## config.mk

```make
export PLATFORM = sky130hd
export DESIGN_NAME = regfile_stream_reader_flat
export DESIGN_NICKNAME = d
export VERILOG_FILES = /design/src/rtl/regfile_stream_reader_if.sv /design/src/rtl/regfile_stream_reader.sv /design/src/flat_wrapper.sv
export SDC_FILE = /design/constraint.sdc
export NUM_CORES = 1
export LEC_CHECK = 0
export BUFFER_PORTS_ARGS = -buffer_cell sky130_fd_sc_hd__clkbuf_2
export CAP_MARGIN = 40
export CORE_MARGIN = 3
export CORE_UTILIZATION = 30
export CTS_CLUSTER_DIAMETER = 60
export DETAILED_ROUTE_END_ITERATION = 10
export PLACE_DENSITY = 0.6
export SLEW_MARGIN = 40
export SYNTH_ARGS = -nofsm -noshare
export SYNTH_HDL_FRONTEND = slang
export SYNTH_SLANG_ARGS = --single-unit
```

## constraint.sdc

```tcl
create_clock -name clk -period 2.2 [get_ports clk]
set_input_delay 0.11 -clock clk [delete_from_list [all_inputs] [get_ports clk]]
set_output_delay 0.11 -clock clk [all_outputs]
set_load 0.05 [all_outputs]
```

## src/rtl/regfile_stream_reader_if.sv

```systemverilog
// Bundle of the regfile read port and the val/rdy output stream used by
// regfile_stream_reader.
//
// master : the stream reader. It drives rf_raddr, out_val, out_data and
//          out_addr, and receives rf_rdata and out_rdy.
// slave  : the regfile and consumer side, with the opposite directions.
//
// rf_raddr  AW     regfile read address
// rf_rdata  NBITS  regfile read data, combinational from rf_raddr
// out_val   1      output word valid
// out_rdy   1      consumer ready
// out_data  NBITS  streamed word
// out_addr  AW     address the streamed word was read from
interface regfile_stream_reader_if #(
    parameter int NBITS  = 4,
    parameter int NWORDS = 4
);
    localparam int AW = $clog2(NWORDS);

    logic [AW-1:0]    rf_raddr;
    logic [NBITS-1:0] rf_rdata;
    logic             out_val;
    logic             out_rdy;
    logic [NBITS-1:0] out_data;
    logic [AW-1:0]    out_addr;

    modport master (
        output rf_raddr,
        input  rf_rdata,
        output out_val,
        input  out_rdy,
        output out_data,
        output out_addr
    );

    modport slave (
        input  rf_raddr,
        output rf_rdata,
        input  out_val,
        output out_rdy,
        input  out_data,
        input  out_addr
    );
endinterface

```

## src/rtl/regfile_stream_reader.sv

```systemverilog
// Read-side initiator for a 1r1w register file. A start command sets up a
// contiguous, wrapping address range. Each word read from that range is
// captured in a one-entry buffer and streamed out on a val/rdy interface.
//
// Ports:
//   clk          clock
//   rst          synchronous, active-high reset
//   start        start command, sampled only while idle
//   start_base   first address to read
//   start_count  number of words to stream (0 .. 2*NWORDS-1)
//   busy         high whenever the reader is not idle
//   done         one-cycle pulse when the stream completes
//   bus          regfile read port and output stream (master side)
//   sum          (only with REGFILE_STREAM_READER_SUM_EN) modulo-2^NBITS sum
//                of the words transferred in the current stream
//
// Optional feature macro: REGFILE_STREAM_READER_SUM_EN
module regfile_stream_reader #(
    parameter int NBITS  = 4,
    parameter int NWORDS = 4,
    localparam int AW    = $clog2(NWORDS),
    localparam int CW    = AW + 1
) (
    input  logic                           clk,
    input  logic                           rst,
    input  logic                           start,
    input  logic [AW-1:0]                  start_base,
    input  logic [CW-1:0]                  start_count,
    output logic                           busy,
    output logic                           done,
`ifdef REGFILE_STREAM_READER_SUM_EN
    output logic [NBITS-1:0]               sum,
`endif
    regfile_stream_reader_if.master        bus
);

    typedef enum logic [1:0] {IDLE, READ, DONE} state_t;

    state_t           state;
    state_t           state_next;
    logic [AW-1:0]    addr;
    logic [CW-1:0]    remaining;
    logic             obuf_val;
    logic [NBITS-1:0] obuf_data;
    logic [AW-1:0]    obuf_addr;

    // The buffer can accept a new word when it is empty or is being
    // drained in this same cycle.
    logic buf_free;
    logic fetch;
    logic launch;

    assign buf_free = !obuf_val || bus.out_rdy;
    assign fetch    = (state == READ) && (remaining != '0) && buf_free;
    assign launch   = (state == IDLE) && start && (start_count != '0);

    // State register.
    always_ff @(posedge clk) begin
        if (rst) begin
            state <= IDLE;
        end else begin
            state <= state_next;
        end
    end

    // Next-state logic. READ ends in the cycle its last word is handed
    // over, so DONE always sees an empty buffer.
    always_comb begin
        state_next = state;
        case (state)
            IDLE: begin
                if (start) begin
                    state_next = (start_count != '0) ? READ : DONE;
                end
            end
            READ: begin
                if ((remaining == '0) && buf_free) begin
                    state_next = DONE;
                end
            end
            DONE:    state_next = IDLE;
            default: state_next = IDLE;
        endcase
    end

    // Status outputs.
    always_comb begin
        busy = (state != IDLE);
        done = (state == DONE);
    end

    // Address walker and output buffer. The address relies on natural
    // AW-bit wraparound, which is why NWORDS must be a power of two.
    always_ff @(posedge clk) begin
        if (rst) begin
            addr      <= '0;
            remaining <= '0;
            obuf_val  <= 1'b0;
            obuf_data <= '0;
            obuf_addr <= '0;
        end else begin
            if (launch) begin
                addr      <= start_base;
                remaining <= start_count;
            end
            if (fetch) begin
                obuf_data <= bus.rf_rdata;
                obuf_addr <= addr;
                obuf_val  <= 1'b1;
                addr      <= addr + 1'b1;
                remaining <= remaining - 1'b1;
            end else if ((state == READ) && obuf_val && bus.out_rdy) begin
                obuf_val <= 1'b0;
            end
        end
    end

    assign bus.rf_raddr = addr;
    assign bus.out_val  = obuf_val;
    assign bus.out_data = obuf_data;
    assign bus.out_addr = obuf_addr;

`ifdef REGFILE_STREAM_READER_SUM_EN
    // Running sum of transferred words. It is cleared on any accepted
    // start, including a zero-length one, and holds after the stream ends.
    always_ff @(posedge clk) begin
        if (rst) begin
            sum <= '0;
        end else if ((state == IDLE) && start) begin
            sum <= '0;
        end else if (obuf_val && bus.out_rdy) begin
            sum <= sum + obuf_data;
        end
    end
`endif

endmodule

```

## src/flat_wrapper.sv

```systemverilog
// flat-port wrapper written by rule: the top's interface ports become plain ports
module regfile_stream_reader_flat 
#(
    parameter int NBITS  = 4,
    parameter int NWORDS = 4,
    localparam int AW    = $clog2(NWORDS),
    localparam int CW    = AW + 1
)
  (clk, rst, start, start_base, start_count, busy, done, bus_rf_raddr, bus_rf_rdata, bus_out_val, bus_out_rdy, bus_out_data, bus_out_addr);
  regfile_stream_reader_if #(.NBITS(NBITS), .NWORDS(NWORDS)) bus_i ();
  input  logic clk;
  input  logic rst;
  input  logic start;
  input  logic [AW-1:0] start_base;
  input  logic [CW-1:0] start_count;
  output logic busy;
  output logic done;
  output wire logic [$bits(bus_i.rf_raddr)-1:0] bus_rf_raddr;
  input wire logic [$bits(bus_i.rf_rdata)-1:0] bus_rf_rdata;
  output wire logic [$bits(bus_i.out_val)-1:0] bus_out_val;
  input wire logic [$bits(bus_i.out_rdy)-1:0] bus_out_rdy;
  output wire logic [$bits(bus_i.out_data)-1:0] bus_out_data;
  output wire logic [$bits(bus_i.out_addr)-1:0] bus_out_addr;
  assign bus_rf_raddr = bus_i.rf_raddr;
  assign bus_i.rf_rdata = bus_rf_rdata;
  assign bus_out_val = bus_i.out_val;
  assign bus_i.out_rdy = bus_out_rdy;
  assign bus_out_data = bus_i.out_data;
  assign bus_out_addr = bus_i.out_addr;
  regfile_stream_reader #(.NBITS(NBITS), .NWORDS(NWORDS)) u_core (.clk(clk), .rst(rst), .start(start), .start_base(start_base), .start_count(start_count), .busy(busy), .done(done), .bus(bus_i));
endmodule
```

## After elaboration in Yosys (flattened, before gate mapping)

Cells that the tools add are included.

| cells by class | value |
|---|---|
| reductions and logical operators | 17 |
| $add $sub $neg | 2 |
| muxes and demuxes | 10 |
| eq/ne operators | 4 |

Operators by type and width:

| kind | number |
|---|---|
| 2-bit two-way mux | 5 |
| 1-bit logical AND | 7 |
| 3-bit two-way mux | 2 |
| 2-bit nonzero test | 3 |
| 3-bit nonzero test | 2 |
| 2-bit case mux with 2 select lines | 1 |
| 3-bit zero test | 1 |
| 3-bit by 1-bit subtractor with 3-bit output (second input constant) | 1 |
| 2-bit by 1-bit adder with 2-bit output (second input constant) | 1 |
| 2-bit by 1-bit == test with 1-bit output (second input constant) | 1 |
| 2-bit == test (second input constant) | 1 |
| 2-bit zero test | 1 |
| 1-bit two-way mux | 2 |
| 2-bit by 1-bit inequality test with 1-bit output (second input constant) | 1 |
| 2-bit inequality test (second input constant) | 1 |
| 2-bit AND reduction | 1 |
| 1-bit zero test | 1 |
| 1-bit logical OR | 1 |

| storage, ports and cells | value |
|---|---|
| register bits after elaboration | 14 |
| input bits | 13 |
| word-level logic and storage cells | 39 |
| output and inout bits | 11 |

## Longest topological paths before layout

Gate-level depths: netlist of the first run.

| depth | value |
|---|---|
| depth in word-level cells | 5 |
| mapped depth | 7 |
| mapped depth without buffers | 6 |

## Worst setup path before layout of the first run

Ideal clock, no wire load.

| timing path | value |
|---|---|
| path type | reg-to-reg |
| start | register u_core.remaining[0] |
| end | register u_core.remaining[1] |
| required time | 2.067 ns |
| setup time | 0.133 ns |
| data arrival time | 1.520 ns |
| path buffers | 1 |
| clock period less this slack | 1.653 ns |
| stages on the path, launching flop included | 8 |
| setup slack | 0.547 ns |
| cells stage by stage | dfxtp_1 > inv_1 > ha_1 > ha_1 > or3b_1 > buf_2 > o221ai_1 > a31oi_1 |

| between the ends | value |
|---|---|
| word-level cells in the longest chain between the ends | 4 |
| elaborated cells on any way between the ends | 6 |
| those cells by class | 1 x add/sub; 1 x mux; 4 x reduce/logical |

RTL lines:

| what | line | text |
|---|---|---|
| from (decl) | regfile_stream_reader.sv:42 | `logic [CW-1:0] remaining;` |
| from (signal assigned) | regfile_stream_reader.sv:104 | `remaining <= start_count;` |
| from (signal assigned) | regfile_stream_reader.sv:111 | `remaining <= remaining - 1'b1;` |
| branches (longest 4 deep; another with 3-bit by 1-bit subtractor with 3-bit output) | - |  |

Parallel ways; which one is timed is not known.
A chain may end at the register's enable or synchronous reset.

## Worst setup path after layout of the first run

Ends and elaborated chain as after synthesis.

==> results of run 1 <==
[sequential cells by signal (all words and copies together) (netlist names)]
| register | count |
|---|---|
| u_core.bus.rf_raddr | 2 |
| u_core.bus.out_data | 4 |
| u_core.state | 2 |
| u_core.bus.out_addr | 2 |
| u_core.bus.out_val | 1 |
| u_core.remaining | 3 |
[logic make-up (layout without fill, tap and decap cells)]
family | after synthesis | count (layout) | share of synthesized area, %
buffers and inverters | 10 | 32 | 6.52
flip-flops | 14 | 14 | 39.5
AO/OA/AOI/OAI | 28 | 28 | 26.8
adder cells (fa/ha/maj) | 2 | 2 | 3.53
AND/OR/NAND/NOR | 27 | 27 | 23.6
[area by class of cell]
type                            count  area (um2)  share of cell area, %
Sequential cell                    14         280                   32.6
Clock buffer                        3        22.5                   2.62
Multi-Input combinational cell     57         383                   44.5
Timing Repair Buffer               24         123                   14.2
Inverter                            5        18.8                   2.18
Tap cell                           27        33.8                   3.92
[per-stage QoR]
step | total power, W | hold slack, ns | util, % | instances | setup slack (ns)
floorplan | 0.000446 | 0.189 | - | 81 | 0.547
global placement | 0.000490 | 0.348 | 39.9 | 127 | 0.333
detailed placement | 0.000494 | 0.356 | 39.9 | 127 | 0.315
CTS | 0.000629 | 0.0677 | 41.0 | 130 | 0.288
global route | 0.000663 | 0.0666 | 41.0 | 130 | 0.160
finish | 0.000623 | 0.0733 | 41.0 | 130 | 0.277
[routing by layer]
layer  track usage (%)  routed length [um]
met5                 0                   0
met2              19.3                 781
met4              3.73                   8
met1              17.2                 750
met3              5.99                 162
[cell usage after synthesis]
library cell	n
clkbuf_1	3
o2111a_1	1
nor4b_1	1
o21ai_0	6
o221ai_2	1
nor3b_2	1
and2b_2	2
nor3b_1	1
buf_2	1
a221o_1	1
nand2_1	4
ha_1	2
o221ai_1	2
or3b_1	1
nand3b_1	1
a211oi_1	1
nor2_1	1
a221oi_1	1
or3_1	3
nand3_1	6
a21oi_1	9
nand2b_1	1
nor3_1	2
dfxtp_1	14
inv_1	5
a31oi_1	3
buf_6	1
a211o_1	1
o211a_1	1
or2_2	2
or3b_2	1
o31ai_1	1
[worst max-delay path, delay by kind of cell, from the launching register on]
family / cells / cell delay [ns]
flip-flops: 1 / 0.33
AO/OA/AOI/OAI: 1 / 0.16
adder cells (fa/ha/maj): 2 / 0.40
AND/OR/NAND/NOR: 2 / 0.90
buffers and inverters: 1 / 0.06
[how the worst max path moves through the flow]
| stage | from | to | slack (ns) | cells past startpoint |
|---|---|---|---|---|
| 2_1_floorplan | u_core.remaining[0] | u_core.remaining[1] | 0.55 | 7 |
| 3_3_place_gp | u_core.remaining[0] | u_core.remaining[1] | 0.33 | 6 |
| 3_5_place_dp | u_core.remaining[0] | u_core.remaining[2] | 0.31 | 6 |
| 4_1_cts | u_core.remaining[0] | u_core.remaining[1] | 0.29 | 6 |
| 5_1_grt | u_core.remaining[0] | u_core.remaining[1] | 0.16 | 6 |
| 6_report | u_core.remaining[0] | u_core.remaining[1] | 0.28 | 6 |
[power breakdown]
group / switching, W / internal [W] / total [W]
logic: 0.000124 / 0.0000683 / 0.000192
clock network: 0.0000720 / 0.0000633 / 0.000135
registers: 0.0000202 / 0.000275 / 0.000296
total: 0.000216 / 0.000407 / 0.000623
==> impl_metrics.csv, run 1 <==
group,metric,value,unit
timing,clock_skew,0.00137,ns
global_route,grt-ovfl-total,0,
final_layout,area_growth,21.3,%
timing,rsz0062_at_grt,"false",
power_and_ir_drop,peakVddDrop,0.451,mV
global_route,grt_pass1_vias,606,
timing,max_slew_margin,56.1,%
clock_network,cts_htree_levels,1,
critical_path,rrSetupSlack,0.28,ns
clock_network,clock_latency,0.27,ns
critical_path,cp.required,2.40,ns
final_layout,design_area,861,um2
clock_network,cts-buffers-inserted,3,
yosys,synth_warnings,0,
critical_path,slowest_stage,"or3b_1",
clock_network,cts_max_path_buffers,2,
yosys,synth.largest_area_cell,"dfxtp_1",
job,cap_violations,0,
timing,final-hold-violation-count,0,
timing,timing.final.crit_share,87.4,%
floorplan,pin_count,24,
yosys,netlist_instances,81,
detailed_routing,first_pass_iters,4,
floorplan,die_area,2980,um2
place,gp_congestion,0.757,
global_route,antenna_found_initial,0,
timing,max_freq,520,MHz
detailed_routing,drt-initial-drc-count,9,
worst_hold_path,hold_path.startpoint,"bus_rf_rdata[3]",
final_layout,final_cell_mix,"clkbuf_2 (23), dfxtp_1 (14), a21oi_1 (9), nand3_1 (6), o21ai_0 (6)",
yosys,ys_seq_area_share,39.5,%
yosys,syn-num-nets,96,
critical_path,cp_max_fo,12,
yosys,synth_top_area_share,39.5,%
yosys,ys_top_cells_by_area,"dfxtp_1 (40%), a21oi_1 (6.3%), nand3_1 (4.2%)",
detailed_routing,wirelength,1700,um
timing,finalSetupTns,0,ns
worst_hold_path,hold_class,"primary input to flop",
final_layout,fillerInstances,230,
global_route,grt_max_degree,14,
critical_path,cpPeakStageDelay,0.52,ns
clock_network,cts_sinks,14,
critical_path,rr_startpoint,"u_core.remaining[0]",
place,portBuffers,23,
timing,finalSetupViolations,0,
place,place_hpwl,1270,um
worst_hold_path,hold_path_end,"u_core.bus.out_data[3]",
timing,post-route-min-period,1.92,ns
timing,slew_viol_final,0,
clock_network,post_cts_resized,0,
floorplan,start_util,33.7,%
critical_path,arrival,2.12,ns
clock_network,postCtsSetupBuffers,0,
place,placed_area,838,um2
outcome,outcome,"finished clean",
worst_hold_path,hold_depth,3,
clock_network,cts_hold_buf,0,
final_layout,drive_above_1_share,33.0,%
critical_path,reg2reg_to,"u_core.remaining[1]",
global_route,grt_usage,13.2,%
power_and_ir_drop,p_leak,0.357,nW
clock_network,clkTransAtPathRegs,0.07,ns
final_layout,diodes,0,
clock_network,cts_root_buf,"clkbuf_4",
floorplan,die_y,54.6,um
final_layout,final_common_cell,"clkbuf_2",
yosys,avgSynthCellArea,8.76,um2
critical_path,worst-setup-path-type,"flop to flop",
critical_path,reg2regPathDepth,6,
critical_path,crit_path_frequent_cell,"ha_1",
detailed_routing,ant_nets,0,
detailed_routing,routedWlPerCell,13.1,um
floorplan,coreArea,2100,um2
power_and_ir_drop,power_density,724,nW/um2
critical_path,cp-start-kind,"flop",
yosys,ys_ff_latch,14,
timing,max_slew.worst_pin.slew,0.654,ns
yosys,yosysUniqueCellTypes,32,
floorplan,placementRows,16,
global_route,grt_first_pass_wirelength,2730,um
yosys,syn_area,709,um2
detailed_routing,via_count,694,
floorplan,die_w,54.6,um
critical_path,crit_chain,"inv_1 -> ha_1 -> ha_1 -> or3b_1 -> or3_1 -> a31oi_1",
detailed_routing,drcViolationCount,0,
final_layout,final_nets,120,
critical_path,cp-end-kind,"flop",
clock_network,cts_tree,"yes",
detailed_routing,avgViaCountPerCell,5.34,
Note: power is estimated with default switching activity, not from simulation.
==> inputs of run 2 (changes only) <==
- CORE_UTILIZATION: 30 -> 47
- PLACE_DENSITY: 0.6 -> 0.83
==> impl_metrics.csv, run 2 (synthesized netlist as in run 1, its figures left out) <==
group,metric,value,unit
clock_network,cts_htree_levels,1,
timing,timing.final.crit_share,90.1,%
timing,max_slew_margin,54.9,%
timing,slew_viol_final,0,
clock_network,cts_tree,"yes",
clock_network,cts_root_buf,"clkbuf_4",
timing,post-route-min-period,1.98,ns
critical_path,cp.required,2.42,ns
critical_path,rr_startpoint,"u_core.remaining[0]",
final_layout,largest_reg_flops,4,
critical_path,reg2reg_to,"u_core.remaining[1]",
floorplan,die_y,44.9,um
floorplan,start_util,52.5,%
clock_network,clkTransAtPathRegs,0.09,ns
floorplan,die_w,44.9,um
place,dp_slack,0.278,ns
critical_path,cp-end-kind,"flop",
global_route,grt-ovfl-total,0,
global_route,grt_max_degree,14,
detailed_routing,first_pass_iters,4,
detailed_routing,routedWlPerCell,13.6,um
timing,finalSetupViolations,0,
global_route,grt_first_pass_wirelength,2600,um
final_layout,fillerInstances,119,
detailed_routing,via_count,706,
critical_path,cp-start-kind,"flop",
timing,clock_skew,0.00473,ns
clock_network,cts_hold_buf,0,
power_and_ir_drop,peakVddDrop,0.383,mV
job,cap_violations,0,
global_route,grt_pass1_vias,603,
floorplan,pin_count,24,
detailed_routing,drt-initial-drc-count,22,
worst_hold_path,hold_depth,3,
timing,setup_slack,0.218,ns
floorplan,placementRows,13,
place,gp_congestion,0.796,
timing,max_freq,504,MHz
critical_path,rrSetupSlack,0.22,ns
timing,finalSetupTns,0,ns
worst_hold_path,hold_path_end,"u_core.bus.out_data[0]",
detailed_routing,wirelength,1630,um
power_and_ir_drop,power_density,783,nW/um2
final_layout,drive_above_1_share,34.3,%
place,place_hpwl,1210,um
detailed_routing,drcViolationCount,0,
critical_path,worst-setup-path-type,"flop to flop",
outcome,outcome,"finished clean",
critical_path,reg2regPathDepth,6,
final_layout,final_nets,121,
final_layout,area_growth,22.2,%
worst_hold_path,hold_path.startpoint,"bus_rf_rdata[0]",
clock_network,cts_max_path_buffers,2,
clock_network,cts_sinks,14,
timing,rsz0062_at_grt,"false",
worst_hold_path,hold_class,"primary input to flop",
detailed_routing,avgViaCountPerCell,5.88,
final_layout,final_cell_mix,"clkbuf_2 (23), dfxtp_1 (14), a21oi_1 (9), nand3_1 (6), o21ai_0 (6)",
clock_network,cts-buffers-inserted,3,
detailed_routing,ant_nets,0,
place,portBuffers,23,
power_and_ir_drop,p_leak,0.369,nW
clock_network,postCtsSetupBuffers,0,
floorplan,die_area,2010,um2
final_layout,final_common_cell,"clkbuf_2",
clock_network,post_cts_resized,0,
global_route,grt_usage,17.8,%
global_route,antenna_found_initial,0,
final_layout,diodes,0,
critical_path,cp_max_fo,12,
clock_network,clock_latency,0.29,ns
timing,final-hold-violation-count,0,
critical_path,arrival,2.20,ns
timing,max_slew.worst_pin.slew,0.672,ns
floorplan,coreArea,1350,um2
## run 2: power by group
part	switching [W]	internal, W
combinational	0.000124	0.0000700
sequential	0.0000192	0.000275
clock	0.0000896	0.000101
total	0.000233	0.000446
## run 2: stage by stage
stage          utilization, %  total power, W  cell area (um2)  hold WS (ns)  std cells
2_1_floorplan               -        0.000446              709         0.189         81
3_3_place_gp             61.5        0.000488              831         0.348        116
3_5_place_dp             61.5        0.000494              831         0.357        116
4_1_cts                  64.2        0.000680              867        0.0533        120
5_1_grt                  64.2        0.000710              867        0.0486        120
6_report                 64.2        0.000679              867        0.0564        120
## run 2: worst max-delay path by stage
| stage | from | endpoint | slack (ns) | depth (start not counted) |
|---|---|---|---|---|
| 4_1_cts | u_core.remaining[0] | u_core.remaining[1] | 0.27 | 6 |
| 5_1_grt | u_core.remaining[0] | u_core.remaining[2] | 0.16 | 6 |
| 3_3_place_gp | u_core.remaining[0] | u_core.remaining[1] | 0.35 | 6 |
| 6_report | u_core.remaining[0] | u_core.remaining[1] | 0.22 | 6 |
| 2_1_floorplan | u_core.remaining[0] | u_core.remaining[1] | 0.55 | 7 |
| 3_5_place_dp | u_core.remaining[0] | u_core.remaining[1] | 0.28 | 6 |
## run 2: metal layers
layer	routed length [um]	part of all wire, %	GRT usage (%)	vias up
met3	111	6.8	5.18	4
li1	-	-	-	352
met5	0	0	0	-
met1	696	43	21.6	326
met2	796	49	28.7	24
met4	22	1.4	8.77	0
## run 2: layout make-up
| class | count | area (um2) | share of cell area [%] |
|---|---|---|---|
| repair buffers | 25 | 130 | 15.0 |
| clock buffers | 4 | 36.3 | 4.18 |
| inverters | 5 | 18.8 | 2.16 |
| flip-flops and latches | 14 | 280 | 32.3 |
| multi-input cells | 57 | 383 | 44.2 |
| well taps | 15 | 18.8 | 2.16 |
## run 2: critical path, stage by stage, from the launching register on
cell,delay [ns]
dfxtp_1,0.35
inv_1,0.08
ha_1,0.20
ha_1,0.21
or3b_1,0.54
or3_1,0.37
a31oi_1,0.17
